$ cat src/rtl/tpu_host_sequencer.sv
// Host-side initiator for the TPU byte/mode protocol: loads a 2x2 int8 pair,
// runs the compute phase, reads back four result bytes and pulses done.
module tpu_host_sequencer #(
  parameter int unsigned COMPUTE_CYCLES = 10,
  parameter int unsigned READ_LAT       = 1
) (
  input  logic        clk,
  input  logic        rst_n,
  input  logic        start,
  input  logic [31:0] mat_a,
  input  logic [31:0] mat_b,
  output logic        busy,
  output logic        done,
  output logic [31:0] result,
  output logic [7:0]  tpu_data,
  output logic [7:0]  tpu_ctrl,
  input  logic [7:0]  tpu_out
);

  // state | meaning: IDLE wait | LOAD_A/LOAD_B shift operands | COMPUTE run | READ capture | DONE pulse
  typedef enum logic [2:0] {IDLE, LOAD_A, LOAD_B, COMPUTE, READ, DONE} state_t;

  localparam logic [1:0] MODE_A    = 2'b00;
  localparam logic [1:0] MODE_B    = 2'b01;
  localparam logic [1:0] MODE_CALC = 2'b10;
  localparam logic [1:0] MODE_READ = 2'b11;

  localparam logic [7:0] CALC_LAST  = 8'(COMPUTE_CYCLES - 1);
  localparam logic [7:0] READ_FIRST = 8'(READ_LAT);
  localparam logic [7:0] READ_LAST  = 8'(READ_LAT + 3);

  state_t      state;
  logic [7:0]  cnt;
  logic [31:0] a_q;
  logic [31:0] b_q;
  logic [1:0]  mode;
  logic [7:0]  rd_idx;
  logic [1:0]  nxt_sel;

  assign tpu_ctrl = {6'b0, mode};
  assign rd_idx   = cnt - READ_FIRST;
  // operands go out most-significant byte first: byte 3 - (cnt + 1)
  assign nxt_sel  = ~(cnt[1:0] + 2'd1);

  function automatic logic [7:0] byte_of(input logic [31:0] w, input logic [1:0] idx);
    return w[{idx, 3'b000} +: 8];
  endfunction

  always_ff @(posedge clk or negedge rst_n) begin
    if (!rst_n) begin
      state    <= IDLE;
      cnt      <= 8'd0;
      a_q      <= 32'd0;
      b_q      <= 32'd0;
      mode     <= MODE_A;
      tpu_data <= 8'd0;
      busy     <= 1'b0;
      done     <= 1'b0;
      result   <= 32'd0;
    end else begin
      case (state)
        IDLE: begin
          mode     <= MODE_A;
          tpu_data <= 8'd0;
          done     <= 1'b0;
          if (start) begin
            a_q      <= mat_a;
            b_q      <= mat_b;
            busy     <= 1'b1;
            cnt      <= 8'd0;
            state    <= LOAD_A;
            tpu_data <= mat_a[31:24];
          end
        end
        LOAD_A: begin
          if (cnt == 8'd3) begin
            state    <= LOAD_B;
            cnt      <= 8'd0;
            mode     <= MODE_B;
            tpu_data <= b_q[31:24];
          end else begin
            cnt      <= cnt + 8'd1;
            tpu_data <= byte_of(a_q, nxt_sel);
          end
        end
        LOAD_B: begin
          if (cnt == 8'd3) begin
            state    <= COMPUTE;
            cnt      <= 8'd0;
            mode     <= MODE_CALC;
            tpu_data <= 8'd0;
          end else begin
            cnt      <= cnt + 8'd1;
            tpu_data <= byte_of(b_q, nxt_sel);
          end
        end
        COMPUTE: begin
          if (cnt == CALC_LAST) begin
            state <= READ;
            cnt   <= 8'd0;
            mode  <= MODE_READ;
          end else begin
            cnt <= cnt + 8'd1;
          end
        end
        READ: begin
          if (cnt >= READ_FIRST) begin
            result[{rd_idx[1:0], 3'b000} +: 8] <= tpu_out;
          end
          if (cnt == READ_LAST) begin
            state <= DONE;
            cnt   <= 8'd0;
            mode  <= MODE_A;
            done  <= 1'b1;
          end else begin
            cnt <= cnt + 8'd1;
          end
        end
        DONE: begin
          state <= IDLE;
          cnt   <= 8'd0;
          done  <= 1'b0;
          busy  <= 1'b0;
        end
        default: begin
          state <= IDLE;
          cnt   <= 8'd0;
          mode  <= MODE_A;
          busy  <= 1'b0;
          done  <= 1'b0;
        end
      endcase
    end
  end

endmodule

$ cat config.mk
export PLATFORM = sky130hd
export DESIGN_NAME = tpu_host_sequencer
export DESIGN_NICKNAME = d
export VERILOG_FILES = /design/src/rtl/tpu_host_sequencer.sv
export SDC_FILE = /design/constraint.sdc
export NUM_CORES = 1
export LEC_CHECK = 0
export BUFFER_PORTS_ARGS = -buffer_cell sky130_fd_sc_hd__clkbuf_2
export CAP_MARGIN = 20
export CORE_ASPECT_RATIO = 0.7
export CORE_MARGIN = 2
export CORE_UTILIZATION = 55
export DETAILED_ROUTE_END_ITERATION = 6
export PLACE_DENSITY = 0.81
export SLEW_MARGIN = 40
export SYNTH_ARGS = -nofsm -noshare
export SYNTH_HDL_FRONTEND = slang
export SYNTH_SLANG_ARGS = --single-unit
$ cat constraint.sdc
create_clock -name clk -period 6.1 [get_ports clk]
set_input_delay 1.22 -clock clk [delete_from_list [all_inputs] [get_ports clk]]
set_output_delay 1.22 -clock clk [all_outputs]
set_load 0.01 [all_outputs]
After elaboration in Yosys (flattened, before gate mapping)
Index checks and enable logic that the tools add are counted.
Widths: inputs -> output; s select.
Storage, ports and cells
  input port bits: 75
  logic and storage cells: 71
  register bits: 119
  output and inout port bits: 50
Operators by class
  equality and inequality tests: 13
  $add $sub $neg: 4
  reductions and logical operators: 11
  bitwise logic cells: 4
  mux-type cells: 25
  order comparisons: 1
  shift-type cells: 4
Operator list (number)
  $shiftx 32x6->8: 2
  $mux 8: 7
  $bwmux 32: 1
  $pmux 8 s4: 1
  $shift 8x7->32 const A: 1
  $shiftx 8x7->32: 1
  $pmux 8 s3: 1
  $mux 3: 5
  $pmux 3 s5: 1
  $ne 2x2->1 const B: 5
  $pmux 2 s5: 1
  $reduce_and 5->1: 2
  $add 8x1->8 const B: 1
  $eq 8x2->1 const B: 1
  $eq 8x3->1 const B: 1
  $eq 8x4->1 const B: 1
  $ge 8x1->1 const B: 1
  $mux 2: 4
  $reduce_and 2->1: 4
  $neg 5->7: 1
  $eq 3x2->1 const B: 2
  $eq 3x3->1 const B: 2
  $pmux 1 s2: 2
  $reduce_or 4->1: 1
  other kinds (10): 13

Depth between registers and ports, before layout
  depth after elaboration: 5
  depth in mapped cells: 10
  depth with buffers taken out: 7

Worst setup path after synthesis
No wires, ideal clock.
  kind: register to register
  start: register cnt[0]
  end: register result[10]
  slack: 3601 ps
  required time: 6016 ps
  buffers on the path: 3
  data arrival time: 2415 ps
  library setup time: 84 ps
  clock period less this slack: 2499 ps
  cell stages (with the launch flop): 9
  path through: dfrtp_1 clkbuf_1 buf_2 inv_1 ha_1 clkbuf_1 nor3b_1 nand2_1 o21ai_0
Between the ends
  cells in the longest elaborated chain, start to end: 4
  elaborated cells between the ends (all ways): 7
  classes of those cells: add/sub (2); order compare (1); shift (2); mux (1); reduce/logical (1)
RTL lines
  start: declaration: line 33  | logic [7:0] cnt;
  start signal: assignment: line 82  | cnt <= cnt + 8'd1;
  start signal: assignment: line 93  | cnt <= cnt + 8'd1;
  start signal: assignment: line 103  | cnt <= cnt + 8'd1;
  $sub 2x1->2: line 41  | assign rd_idx = cnt - READ_FIRST;
  $neg 5->7: line 108  | result[{rd_idx[1:0], 3'b000} +: 8] <= tpu_out;
  $shiftx 8x7->32 / $shift 8x7->32 (equally long branches): line 108
  $bwmux 32: line 108
  end signal: indexed assignment: line 108
  end: declaration: line 14  | output logic [31:0] result,
Several ways; a longest one is shown, not always the timed one.
A chain may end at the register's enable or synchronous reset.

Worst setup path after layout
  start: register cnt[0]
  end: register cnt[3]
Between the ends
  cells in the longest elaborated chain, start to end: 3
  elaborated cells between the ends (all ways): 8
  classes of those cells: add/sub (1); eq/ne (3); mux (4)
RTL lines
  $add 8x1->8, or another cell as far along
  $mux 8, on equally long branches
  $pmux 8 s4 *: line 61  | case (state)
Every way passes the cells marked *; elsewhere a longest branch is shown, timed or not.

==> results.py <==
metrics = {
    "setup_path": {
        "path_common_cell": "a211o_1",
        "path_cells": "buf_4 -> ha_1 -> or3b_2 -> a211o_1 -> a211oi_2 -> nor3_1 -> a211o_1",
        "path_depth": 7,
        "critPathMaxFanout": 27,
        "worstSetupStartpointType": "register",
        "r2r_slack_ps": 3000,
        "crit_buf_inv": 1,
        "rr_worst_depth": 7,
        "r2r_end": "cnt[3]",
        "worst-endpoint-required_ps": 6390,
        "arrival_ps": 3390,
        "slowest_stage": "a211oi_2",
        "cpPeakStageDelay_ps": 650,
        "crit_path_end_kind": "register",
        "reg2reg_from": "cnt[0]",
        "crit_type": "register to register",
        "critPathTopFamily": "compound AO/OA/AOI/OAI gates",
    },
    "clock_network": {
        "cts-hold-fix-buffers": 0,
        "cts_buffer_depth": 2,
        "numCtsBuffers": 17,
        "clkTransAtPathRegs_ps": 60,
        "cts_tree": "built",
        "cts_setup_buffers": 0,
        "cts-root-buf": "clkbuf_16",
        "h-tree-depth": 4,
        "clk_latency_ps": 410,
        "clock_sinks": 119,
        "cts_resized": 0,
    },
    "floorplanning": {
        "boundaryPins": 125,
        "die-area_um2": 10890,
        "coreArea_um2": 9722,
        "rows": 30,
        "initial_core_util_pct": 56.90,
        "die_h_um": 87.91,
        "die_w_um": 123.9,
    },
    "flow_run": {
        "drv_cap": 0,
    },
    "synthesis": {
        "syn-cell-area_um2": 5532,
        "yosysWarnings": 0,
        "synth-seq-cells": 119,
        "synth_edf_count": 0,
        "synth_cell_types": 45,
        "synth.yosys.seq_area_share_pct": 53.83,
        "postSynthAreaPerCell_um2": 11.45,
        "synthArstFlopShare_pct": 100.0,
        "ys.flop_type": "dfrtp_1",
        "syn_inst": 483,
    },
    "place": {
        "dpl.hpwl_um": 9231,
        "place_congestion": 0.8545,
        "dp_slack_ps": 3058,
        "dp.cells": 707,
        "portBuffers": 118,
    },
    "power_and_ir_drop": {
        "switching_share_pct": 21.21,
        "power.density_cell_area_nw_per_um2": 272.1,
        "power.share.clock_pct": 54.7,
        "peakVddDrop_mv": 0.2332,
        "intPower_mw": 1.460,
        "seq_power_share_pct": 42.6,
        "leakage_nw": 3.366,
        "p_sw_uw": 393.0,
        "combPwrFrac_pct": 2.7,
    },
    "global_route": {
        "grt_pass1_vias": 4369,
        "grt_pass1_wl_um": 22380,
        "antenna_found_initial": 0,
        "gr-total-overflow": 0,
        "grt_max_degree": 68,
        "grtUsageTotal_pct": 27.55,
    },
    "finish": {
        "fin_nets": 679,
        "layout_common_cells": "dfrtp_1, clkbuf_2, nand2_1",
        "antenna_cells": 0,
        "n_fill_cell": 685,
        "area_delta_synth_final_pct": 23.12,
        "final_cells": 739,
        "drive_above_1_share_pct": 39.93,
        "layout_commonest_cell": "dfrtp_1",
    },
    "routing": {
        "wl_per_cell_um": 18.68,
        "drc_errors": 0,
        "dr.pass1.iters": 6,
        "wl_met3_um": 1212,
        "top_layer": "met4",
        "drt_iter0_drc": 495,
        "ant_nets": 0,
        "route.vias.total": 4340,
        "met1_length_um": 6141,
        "wl_met2_um": 6145,
        "wl_um": 13800,
        "vias_per_cell": 5.873,
    },
    "outcome": {
        "status": "finished clean",
    },
    "timing": {
        "setup_viol_count_final": 0,
        "fmax_mhz": 322.6,
        "drv_slew": 0,
        "rsz0062_at_grt": "no",
        "finalHoldViolations": 0,
        "final.period_utilization_pct": 50.81,
        "max-slew-margin-rel_pct": 45.54,
        "fin_crit_ps": 3100,
        "worstMarginPinSlew_ps": 810.7,
        "tns_ps": 0,
        "fin_skew_ps": 4.939,
        "fin_ws_ps": 3000,
    },
    "worst_hold_path": {
        "whs_path_depth": 2,
        "hold_path_end": "result[22]",
        "hp-class": "register to register",
        "hp-start": "result[22]",
    },
}
per-layer routing:
metal,vias to the layer above,GRT usage [%]
li1,1943,-
met1,2151,38.11
met2,216,41.81
met3,30,8.008
met4,0,10.33
met5,-,0
power groups by stage:
stage               registers (mW)  clock network (mW)  logic (mW)
floorplan                    0.804                   0     0.00633
global placement             0.804                   0      0.0485
detailed placement           0.804                   0      0.0497
CTS                          0.790                1.02      0.0505
global route                 0.789                1.06      0.0563
finish                       0.790                1.01      0.0501
synth_stat cells (all sizes together), types with 2 or more instances:
cell type / number / share of area [%]
a211o: 4 / 0.63
nor4: 2 / 0.34
a221oi: 3 / 0.48
nor2b: 2 / 0.23
o21ai: 39 / 3.5
nor2: 17 / 1.2
o311ai: 2 / 0.32
or3b: 2 / 0.32
and3: 4 / 0.45
a21oi: 14 / 1.3
a22o: 2 / 0.32
inv: 5 / 0.34
ha: 6 / 1.4
nand2b: 2 / 0.23
mux2: 64 / 13
nand3: 7 / 0.63
a31oi: 6 / 0.68
dfrtp: 119 / 54
a22oi: 5 / 0.68
nor3: 11 / 1.0
a21o: 5 / 0.68
nand2: 95 / 6.4
o21bai: 2 / 0.27
nor3b: 4 / 0.54
clkbuf: 22 / 1.5
buf: 9 / 1.1
mux4: 16 / 6.5
registers in the layout, indices dropped and copies added (netlist names):
name / flops
cnt: 8
b_q: 32
mode: 2
tpu_data: 8
busy: 1
state: 3
done: 1
a_q: 32
result: 32
per-stage QoR:
step | total power [mW] | hold WS (ps) | cell area [um^2] | util [%]
2_1_floorplan | 0.8104 | 475.2 | 5550 | -
3_3_place_gp | 0.8523 | 461.3 | 6190 | 63.67
3_5_place_dp | 0.8535 | 472.3 | 6196 | 63.73
4_1_cts | 1.860 | 488.1 | 6794 | 69.88
5_1_grt | 1.902 | 504.0 | 6810 | 70.05
6_report | 1.853 | 477.6 | 6810 | 70.05
worst reg2reg max path: cells and delay by family (launching register included):
kind / cells / cell delay [ps]
buf+inv: 1 / 400
compound gates: 3 / 1300
flops: 1 / 320
simple gates: 2 / 590
fa+ha+maj: 1 / 370
cell type report:
| type | count | area, um^2 | share of cell area (%) |
|---|---|---|---|
| clock buffer | 20 | 446.7 | 6.559 |
| inverter | 5 | 18.77 | 0.2756 |
| tap | 128 | 160.2 | 2.352 |
| timing repair buffer | 122 | 626.9 | 9.204 |
| clock inverter | 12 | 151.4 | 2.223 |
| multi-input combinational | 333 | 2429 | 35.66 |
| sequential | 119 | 2978 | 43.73 |
worst max-delay path by stage:
| stage | end | slack [ps] | startpoint |
|---|---|---|---|
| global placement | cnt[4] | 3170 | cnt[0] |
| global route | cnt[3] | 2780 | cnt[0] |
| floorplan | result[10] | 3600 | cnt[0] |
| finish | cnt[3] | 3000 | cnt[0] |
| CTS | result[12] | 2940 | cnt[0] |
| detailed placement | cnt[3] | 3060 | cnt[0] |
cell families after synthesis:
kind of cell    Yosys count  synth area share, %
buf+inv                  36                2.963
simple gates            152                12.19
flops                   119                53.83
mux                      80                19.54
fa+ha+maj                 6                1.357
compound gates           89                10.04
other cells               1              0.06779
Note: power is estimated with default switching activity, not from simulation.
